<file path="config.mk">
export PLATFORM = sky130hd
export DESIGN_NAME = apb_master_flat
export DESIGN_NICKNAME = d
export VERILOG_FILES = /design/src/rtl/apb_pkg.sv /design/src/rtl/apb_master_if.sv /design/src/rtl/apb_wait_timer.sv /design/src/rtl/apb_master.sv /design/src/flat_wrapper.sv
export SDC_FILE = /design/constraint.sdc
export NUM_CORES = 1
export LEC_CHECK = 0
export ABC_AREA = 1
export BUFFER_PORTS_ARGS = -buffer_cell sky130_fd_sc_hd__buf_2
export CAP_MARGIN = 40
export CORE_MARGIN = 10
export CORE_UTILIZATION = 40
export DETAILED_ROUTE_END_ITERATION = 12
export GPL_ROUTABILITY_DRIVEN = 0
export HOLD_SLACK_MARGIN = 0.03
export PLACE_DENSITY = 0.77
export SYNTH_ARGS = -nofsm -noshare
export SYNTH_HDL_FRONTEND = slang
export SYNTH_SLANG_ARGS = --single-unit
</file>
<file path="constraint.sdc">
create_clock -name PCLK -period 1.3 [get_ports PCLK]
set_clock_uncertainty 0.15 [all_clocks]
set_input_delay 0.26 -clock PCLK [delete_from_list [all_inputs] [get_ports PCLK]]
set_output_delay 0.26 -clock PCLK [all_outputs]
set_load 0.02 [all_outputs]
</file>
<file path="src/rtl/apb_pkg.sv">
// apb_pkg: types and default widths shared by the APB blocks.
// Holds the initiator state encoding and the command/response record layouts.
package apb_pkg;

    localparam int unsigned APB_ADDR_W = 32;
    localparam int unsigned APB_DATA_W = 32;
    localparam int unsigned APB_STRB_W = APB_DATA_W / 8;

    // Initiator FSM: one APB transfer in flight at most.
    typedef enum logic [1:0] {
        IDLE   = 2'd0,
        SETUP  = 2'd1,
        ACCESS = 2'd2,
        RESP   = 2'd3
    } apb_state_e;

    // Command record at the default widths (for blocks that pass commands around).
    typedef struct packed {
        logic                  write;
        logic [APB_ADDR_W-1:0] addr;
        logic [APB_DATA_W-1:0] wdata;
        logic [APB_STRB_W-1:0] strb;
    } apb_cmd_t;

    // Response record at the default widths.
    typedef struct packed {
        logic [APB_DATA_W-1:0] rdata;
        logic                  err;
    } apb_rsp_t;

endpackage

</file>
<file path="src/rtl/apb_master_if.sv">
// apb_master_if: command stream, response stream and APB bus of one initiator.
// The master modport is the initiator's view; slave is the view of everything
// around it (command source, response sink and the APB peripheral).
interface apb_master_if
    import apb_pkg::*;
#(
    parameter int unsigned PADDR_SIZE = APB_ADDR_W,
    parameter int unsigned PDATA_SIZE = APB_DATA_W
);
    localparam int unsigned PSTRB_SIZE = PDATA_SIZE / 8;

    // Command stream
    logic                  cmd_valid;
    logic                  cmd_ready;
    logic                  cmd_write;
    logic [PADDR_SIZE-1:0] cmd_addr;
    logic [PDATA_SIZE-1:0] cmd_wdata;
    logic [PSTRB_SIZE-1:0] cmd_strb;

    // Response stream
    logic                  rsp_valid;
    logic                  rsp_ready;
    logic [PDATA_SIZE-1:0] rsp_rdata;
    logic                  rsp_err;

    // APB bus
    logic                  PSEL;
    logic                  PENABLE;
    logic                  PWRITE;
    logic [PADDR_SIZE-1:0] PADDR;
    logic [PDATA_SIZE-1:0] PWDATA;
    logic [PSTRB_SIZE-1:0] PSTRB;
    logic [PDATA_SIZE-1:0] PRDATA;
    logic                  PREADY;
    logic                  PSLVERR;

    modport master (
        input  cmd_valid, cmd_write, cmd_addr, cmd_wdata, cmd_strb,
        output cmd_ready,
        output rsp_valid, rsp_rdata, rsp_err,
        input  rsp_ready,
        output PSEL, PENABLE, PWRITE, PADDR, PWDATA, PSTRB,
        input  PRDATA, PREADY, PSLVERR
    );

    modport slave (
        output cmd_valid, cmd_write, cmd_addr, cmd_wdata, cmd_strb,
        input  cmd_ready,
        input  rsp_valid, rsp_rdata, rsp_err,
        output rsp_ready,
        input  PSEL, PENABLE, PWRITE, PADDR, PWDATA, PSTRB,
        output PRDATA, PREADY, PSLVERR
    );

endinterface

</file>
<file path="src/rtl/apb_wait_timer.sv">
// apb_wait_timer: counts APB wait states of the current access phase.
// clear restarts the count; expired is raised during the wait cycle that
// brings the count up to LIMIT, so the access ends after exactly LIMIT
// wait cycles.
module apb_wait_timer #(
    parameter int unsigned LIMIT = 16
) (
    input  logic clk,
    input  logic rst,
    input  logic clear,
    input  logic enable,
    output logic expired
);
    // The count only ever holds 0..LIMIT-1; the LIMIT-th wait ends the access.
    localparam int unsigned CNT_W = (LIMIT > 1) ? $clog2(LIMIT) : 1;

    logic [CNT_W-1:0] count_q, count_d;

    // Terminal wait cycle and next count value.
    always_comb begin
        expired = enable && (count_q == CNT_W'(LIMIT - 1));
        count_d = count_q;
        if (clear) begin
            count_d = '0;
        end else if (enable && !expired) begin
            count_d = count_q + CNT_W'(1);
        end
    end

    // Count register.
    always_ff @(posedge clk) begin
        if (rst) begin
            count_q <= '0;
        end else begin
            count_q <= count_d;
        end
    end

endmodule

</file>
<file path="src/rtl/apb_master.sv">
// apb_master: single-outstanding APB4 initiator.
// Turns a valid/ready command stream into APB setup/access transfers and
// returns read data plus error status on a valid/ready response stream.
// Optional feature macro: APB_MASTER_TIMEOUT_EN abandons an access after
// TIMEOUT_CYCLES wait states and reports it as an error response.
module apb_master
    import apb_pkg::*;
#(
    parameter int unsigned PADDR_SIZE     = APB_ADDR_W,
    parameter int unsigned PDATA_SIZE     = APB_DATA_W,
    parameter int unsigned TIMEOUT_CYCLES = 16
) (
    input  logic         PCLK,
    input  logic         PRESET,
    apb_master_if.master bus
);
    localparam int unsigned PSTRB_SIZE = PDATA_SIZE / 8;

    apb_state_e            state_q,  state_d;
    logic [PADDR_SIZE-1:0] paddr_q,  paddr_d;
    logic                  pwrite_q, pwrite_d;
    logic [PDATA_SIZE-1:0] pwdata_q, pwdata_d;
    logic [PSTRB_SIZE-1:0] pstrb_q,  pstrb_d;
    logic [PDATA_SIZE-1:0] rdata_q,  rdata_d;
    logic                  err_q,    err_d;
    logic                  timeout_hit;

`ifdef APB_MASTER_TIMEOUT_EN
    // Wait-state limit: restarted in SETUP, counts ACCESS cycles with PREADY low.
    apb_wait_timer #(
        .LIMIT (TIMEOUT_CYCLES)
    ) u_wait_timer (
        .clk     (PCLK),
        .rst     (PRESET),
        .clear   (state_q == SETUP),
        .enable  ((state_q == ACCESS) && !bus.PREADY),
        .expired (timeout_hit)
    );
`else
    // Without the limit an access waits for PREADY forever.
    assign timeout_hit = 1'b0;

    // TIMEOUT_CYCLES only has meaning when the limit is built in.
    logic unused_timeout_cfg;
    assign unused_timeout_cfg = ^TIMEOUT_CYCLES;
`endif

    // Next-state and next-value logic for the transfer sequencer.
    always_comb begin
        // NOTE: every _d starts from its held value, so no branch can leave one
        // unassigned and infer a latch.
        state_d  = state_q;
        paddr_d  = paddr_q;
        pwrite_d = pwrite_q;
        pwdata_d = pwdata_q;
        pstrb_d  = pstrb_q;
        rdata_d  = rdata_q;
        err_d    = err_q;

        case (state_q)
            IDLE: begin
                if (bus.cmd_valid) begin
                    paddr_d  = bus.cmd_addr;
                    pwrite_d = bus.cmd_write;
                    // Reads drive no data and no strobes.
                    pwdata_d = bus.cmd_write ? bus.cmd_wdata : '0;
                    pstrb_d  = bus.cmd_write ? bus.cmd_strb  : '0;
                    state_d  = SETUP;
                end
            end
            SETUP: begin
                state_d = ACCESS;
            end
            ACCESS: begin
                // PREADY on the terminal wait cycle still completes normally.
                if (bus.PREADY) begin
                    rdata_d = pwrite_q ? '0 : bus.PRDATA;
                    err_d   = bus.PSLVERR;
                    state_d = RESP;
                end else if (timeout_hit) begin
                    rdata_d = '0;
                    err_d   = 1'b1;
                    state_d = RESP;
                end
            end
            RESP: begin
                if (bus.rsp_ready) begin
                    state_d = IDLE;
                end
            end
            default: begin
                state_d = IDLE;
            end
        endcase
    end

    // State and datapath registers.
    always_ff @(posedge PCLK) begin
        // NOTE: non-blocking assignments so every flop samples pre-edge values
        // regardless of statement order.
        if (PRESET) begin
            state_q  <= IDLE;
            paddr_q  <= '0;
            pwrite_q <= 1'b0;
            pwdata_q <= '0;
            pstrb_q  <= '0;
            rdata_q  <= '0;
            err_q    <= 1'b0;
        end else begin
            state_q  <= state_d;
            paddr_q  <= paddr_d;
            pwrite_q <= pwrite_d;
            pwdata_q <= pwdata_d;
            pstrb_q  <= pstrb_d;
            rdata_q  <= rdata_d;
            err_q    <= err_d;
        end
    end

    // Handshake and APB controls decode straight from the registered state.
    assign bus.cmd_ready = (state_q == IDLE);
    assign bus.PSEL      = (state_q == SETUP) || (state_q == ACCESS);
    assign bus.PENABLE   = (state_q == ACCESS);
    assign bus.rsp_valid = (state_q == RESP);

    assign bus.PADDR     = paddr_q;
    assign bus.PWRITE    = pwrite_q;
    assign bus.PWDATA    = pwdata_q;
    assign bus.PSTRB     = pstrb_q;
    assign bus.rsp_rdata = rdata_q;
    assign bus.rsp_err   = err_q;

endmodule

</file>
<file path="src/flat_wrapper.sv">
// flat-port wrapper written by rule: the top's interface ports become plain ports
module apb_master_flat import apb_pkg::*;
#(
    parameter int unsigned PADDR_SIZE     = APB_ADDR_W,
    parameter int unsigned PDATA_SIZE     = APB_DATA_W,
    parameter int unsigned TIMEOUT_CYCLES = 16
)
  (PCLK, PRESET, bus_cmd_valid, bus_cmd_write, bus_cmd_addr, bus_cmd_wdata, bus_cmd_strb, bus_cmd_ready, bus_rsp_valid, bus_rsp_rdata, bus_rsp_err, bus_rsp_ready, bus_PSEL, bus_PENABLE, bus_PWRITE, bus_PADDR, bus_PWDATA, bus_PSTRB, bus_PRDATA, bus_PREADY, bus_PSLVERR);
  apb_master_if #(.PADDR_SIZE(PADDR_SIZE), .PDATA_SIZE(PDATA_SIZE)) bus_i ();
  input  logic PCLK;
  input  logic PRESET;
  input wire logic [$bits(bus_i.cmd_valid)-1:0] bus_cmd_valid;
  input wire logic [$bits(bus_i.cmd_write)-1:0] bus_cmd_write;
  input wire logic [$bits(bus_i.cmd_addr)-1:0] bus_cmd_addr;
  input wire logic [$bits(bus_i.cmd_wdata)-1:0] bus_cmd_wdata;
  input wire logic [$bits(bus_i.cmd_strb)-1:0] bus_cmd_strb;
  output wire logic [$bits(bus_i.cmd_ready)-1:0] bus_cmd_ready;
  output wire logic [$bits(bus_i.rsp_valid)-1:0] bus_rsp_valid;
  output wire logic [$bits(bus_i.rsp_rdata)-1:0] bus_rsp_rdata;
  output wire logic [$bits(bus_i.rsp_err)-1:0] bus_rsp_err;
  input wire logic [$bits(bus_i.rsp_ready)-1:0] bus_rsp_ready;
  output wire logic [$bits(bus_i.PSEL)-1:0] bus_PSEL;
  output wire logic [$bits(bus_i.PENABLE)-1:0] bus_PENABLE;
  output wire logic [$bits(bus_i.PWRITE)-1:0] bus_PWRITE;
  output wire logic [$bits(bus_i.PADDR)-1:0] bus_PADDR;
  output wire logic [$bits(bus_i.PWDATA)-1:0] bus_PWDATA;
  output wire logic [$bits(bus_i.PSTRB)-1:0] bus_PSTRB;
  input wire logic [$bits(bus_i.PRDATA)-1:0] bus_PRDATA;
  input wire logic [$bits(bus_i.PREADY)-1:0] bus_PREADY;
  input wire logic [$bits(bus_i.PSLVERR)-1:0] bus_PSLVERR;
  assign bus_i.cmd_valid = bus_cmd_valid;
  assign bus_i.cmd_write = bus_cmd_write;
  assign bus_i.cmd_addr = bus_cmd_addr;
  assign bus_i.cmd_wdata = bus_cmd_wdata;
  assign bus_i.cmd_strb = bus_cmd_strb;
  assign bus_cmd_ready = bus_i.cmd_ready;
  assign bus_rsp_valid = bus_i.rsp_valid;
  assign bus_rsp_rdata = bus_i.rsp_rdata;
  assign bus_rsp_err = bus_i.rsp_err;
  assign bus_i.rsp_ready = bus_rsp_ready;
  assign bus_PSEL = bus_i.PSEL;
  assign bus_PENABLE = bus_i.PENABLE;
  assign bus_PWRITE = bus_i.PWRITE;
  assign bus_PADDR = bus_i.PADDR;
  assign bus_PWDATA = bus_i.PWDATA;
  assign bus_PSTRB = bus_i.PSTRB;
  assign bus_i.PRDATA = bus_PRDATA;
  assign bus_i.PREADY = bus_PREADY;
  assign bus_i.PSLVERR = bus_PSLVERR;
  apb_master #(.PADDR_SIZE(PADDR_SIZE), .PDATA_SIZE(PDATA_SIZE), .TIMEOUT_CYCLES(TIMEOUT_CYCLES)) u_core (.PCLK(PCLK), .PRESET(PRESET), .bus(bus_i));
endmodule
</file>
==> flow_summary.ini <==
[placed_design]
dp_hpwl_um = 9190
io_buffers = 212
dpl-instance-area_um2 = 5130
dp_slack_ps = -167

[global_routing]
grt_overflow_total = 0
track_usage_pct = 26.0
grt_pass1_vias = 5352
grtUsageMet1_pct = 25.3
grt_max_degree = 39
grt_busiest_layer = met2
grt_use_met3_pct = 8.82
antenna_found_initial = 6
use_met2_pct = 45.8
grt_first_pass_wirelength_um = 29500

[synth]
ys_warn_count = 0
ys_seq_elements = 104
yosysSeqAreaShare_pct = 54.5
netlist.area_leader.share_pct = 54.5
synth_nets = 583
synth_ff_type = dfxtp_1
avgSynthCellArea_um2 = 8.10
async_flop_share_pct = 0
synth_area_um2 = 3820
yosys.area.top_type = dfxtp_1
synth_edf_count = 0
ys_types = 21
synthTopCellsByArea = dfxtp_1 (54%), nand2_1 (10%), a21oi_1 (7.6%), nor2_1 (7.0%), nand3_1 (4.3%)
syn_inst = 472

[floorplanning]
fp.coreArea_um2 = 9280
pin_count = 213
num_rows = 35
die_w_um = 118
start_util_pct = 41.2
die_area_um2 = 13900
die_h_um = 118

[pwr]
p_sw_share_pct = 42.7
p_int_mw = 8.91
max-vdd-ir-drop_v = 0.00127
seqPwrFrac_pct = 28.1
leakage_nw = 3.69
pwr-share-clk_pct = 14.5
combPwrFrac_pct = 57.4
switchingPower_mw = 6.64
power_density_nw_per_um2 = 1740

[setup_path]
crit_slowest_cell = dfxtp_2
end_kind = register
arrival_ps = 1940
critPathTopFamily = buffers and inverters
path_cells = buf_6 -> ha_4 -> nand2_8 -> inv_12 -> buf_12 -> buf_16 -> nand3_2 -> a21oi_2
critPathLaunchType = register
setup.worst_path.class = reg -> reg
critPathMaxFanout = 7
critPathRequiredTime_ps = 1420
max_stage_delay_ps = 390
critPathBufInv = 4
r2r_slack_ps = -520

[timing]
tightest_slew_ps = 456
finalCriticalPeriod_ps = 1820
maxSlewHeadroom_pct = 69.6
slew_viol_final = 0
hold_violations = 0
setup_viol = 140
max_freq_ghz = 0.548
fin_ws_ps = -524
holdWs_ps = 34.5
rsz0062_at_grt = true
finalSetupTns_ps = -40250
fin_crit_sh_pct = 140

[clock_network]
clock-sinks = 104
cts_buffer_depth = 2
htreeDepth = 3
tritoncts = built
path_clk_slew_ps = 110
cts_buffers = 9
cts_root_buf = clkbuf_8
clk_latency_ps = 370

[drt]
viasPerCell = 5.88
drtAntennaViolNets = 0
wl_per_cell_um = 28.7
wirelength_um = 28600
drc = 0
dr_total_vias = 5857
first_pass_iters = 5
dr.first_iter.drc_count = 648

[finish]
nNetsFinal = 965
drive_gt1_share_pct = 71.2
final_area_um2 = 8930
multi_input_area_um2 = 2610
fillers = 201
ff_latch_area_um2 = 2210
syn_to_final_growth_pct = 134

[run]
drv_cap = 0

[worst_hold_path]
hp-class = in -> reg

[status]
violations = setup timing
status = finished with violations
## metal layers
metal / vias up / wire length (um)
li1: 2303 / -
met1: 2724 / 9490
met2: 618 / 13100
met3: 212 / 3260
met4: 0 / 2700
met5: - / 0
## sequential cells by signal, summed over array words and instances (netlist names)
name,cells
u_core.bus.rsp_err,1
u_core.bus.PADDR,32
u_core.bus.rsp_rdata,32
u_core.bus.PWRITE,1
u_core.state_q,2
u_core.bus.PWDATA,32
u_core.bus.PSTRB,4
## repair_timing
action / in CTS / in global routing
hold buffers: 100 / 0
pin swaps: 32 / 50
buffers inserted: 22 / 46
gates resized for setup: 234 / 330
endpoints found under the hold margin: 100 / 0
endpoints found under the setup margin: 141 / 204
gates cloned: 11 / 6
## stage by stage
| step | instances | power (mW) | util [%] |
|---|---|---|---|
| 2_1_floorplan | 472 | 6.60 | - |
| 3_3_place_gp | 797 | 7.74 | 55.2 |
| 3_5_place_dp | 797 | 7.86 | 55.2 |
| 4_1_cts | 945 | 12.3 | 80.9 |
| 5_1_grt | 995 | 15.8 | 96.1 |
| 6_report | 996 | 15.6 | 96.1 |
## logic make-up after synthesis
group	after synthesis	share of synthesized area [%]
simple gates	219	23.9
fa+ha+maj	4	1.31
compound gates	102	14.4
flops	104	54.5
buf+inv	43	5.89
## final timing paths
kind	startpoint	endpoint	depth (start not counted)
setup / recovery	u_core.state_q[1]$_SDFFE_PP0P_	u_core.bus.rsp_rdata[7]$_SDFFE_PP0P_	8
hold / removal	bus_cmd_addr[8]	u_core.bus.PADDR[8]$_SDFFE_PP0P_	3
setup reg to reg	u_core.state_q[1]$_SDFFE_PP0P_	u_core.bus.rsp_rdata[7]$_SDFFE_PP0P_	8
hold reg to reg	u_core.bus.PWDATA[19]$_SDFFE_PP0P_	u_core.bus.PWDATA[19]$_SDFFE_PP0P_	2
## cell type report
| type | count | area share, % |
|---|---|---|
| clock buffers | 12 | 1.63 |
| multi-input cells | 325 | 29.3 |
| flip-flops and latches | 104 | 24.8 |
| diodes | 8 | 0.224 |
| inverters | 10 | 0.729 |
| well taps | 129 | 1.81 |
| clock inverters | 4 | 0.603 |
| repair buffers | 404 | 41.0 |
## layout by cell type (no fill, tap or decap), types with 7 or more instances in the layout
cell type      count
nor2_4            31
nand2_4           16
buf_4            119
nand2_2           22
buf_12            15
dfxtp_2           78
clkbuf_8          10
buf_6             48
o21ai_1           16
buf_2            106
o21ai_2           15
nand2_1           73
dfxtp_4            9
a21oi_2           58
nand3_4           19
dfxtp_1           17
buf_16             8
nand3_2           14
dlygate4sd3_1    100
nor2_1            26
diode_2            8
nor2_2            14
a21oi_1            7
## cell usage after synthesis (2+ instances only)
library cell / count
buf_4: 6
a21oi_1: 58
inv_2: 3
clkbuf_1: 7
nand2_1: 102
ha_1: 4
nor2_1: 71
o21ai_1: 3
o21ai_0: 30
buf_6: 3
a21oi_2: 10
dfxtp_1: 104
nand3_1: 33
inv_1: 7
nand2_2: 10
buf_2: 15
buf_1: 2
## power by group through the flow
| stage | clock [mW] | combinational (mW) | sequential (mW) |
|---|---|---|---|
| 5_1_grt | 2.32 | 9.13 | 4.39 |
| 2_1_floorplan | 0 | 1.92 | 4.68 |
| 3_5_place_dp | 0 | 3.79 | 4.07 |
| 3_3_place_gp | 0 | 3.70 | 4.04 |
| 4_1_cts | 2.09 | 6.12 | 4.06 |
| 6_report | 2.25 | 8.93 | 4.37 |
## worst min-delay path: stages
cell	delay, ps
buf_2	100
o21ai_2	70
nor2_2	90
Power figures use the tool's default switching activity.
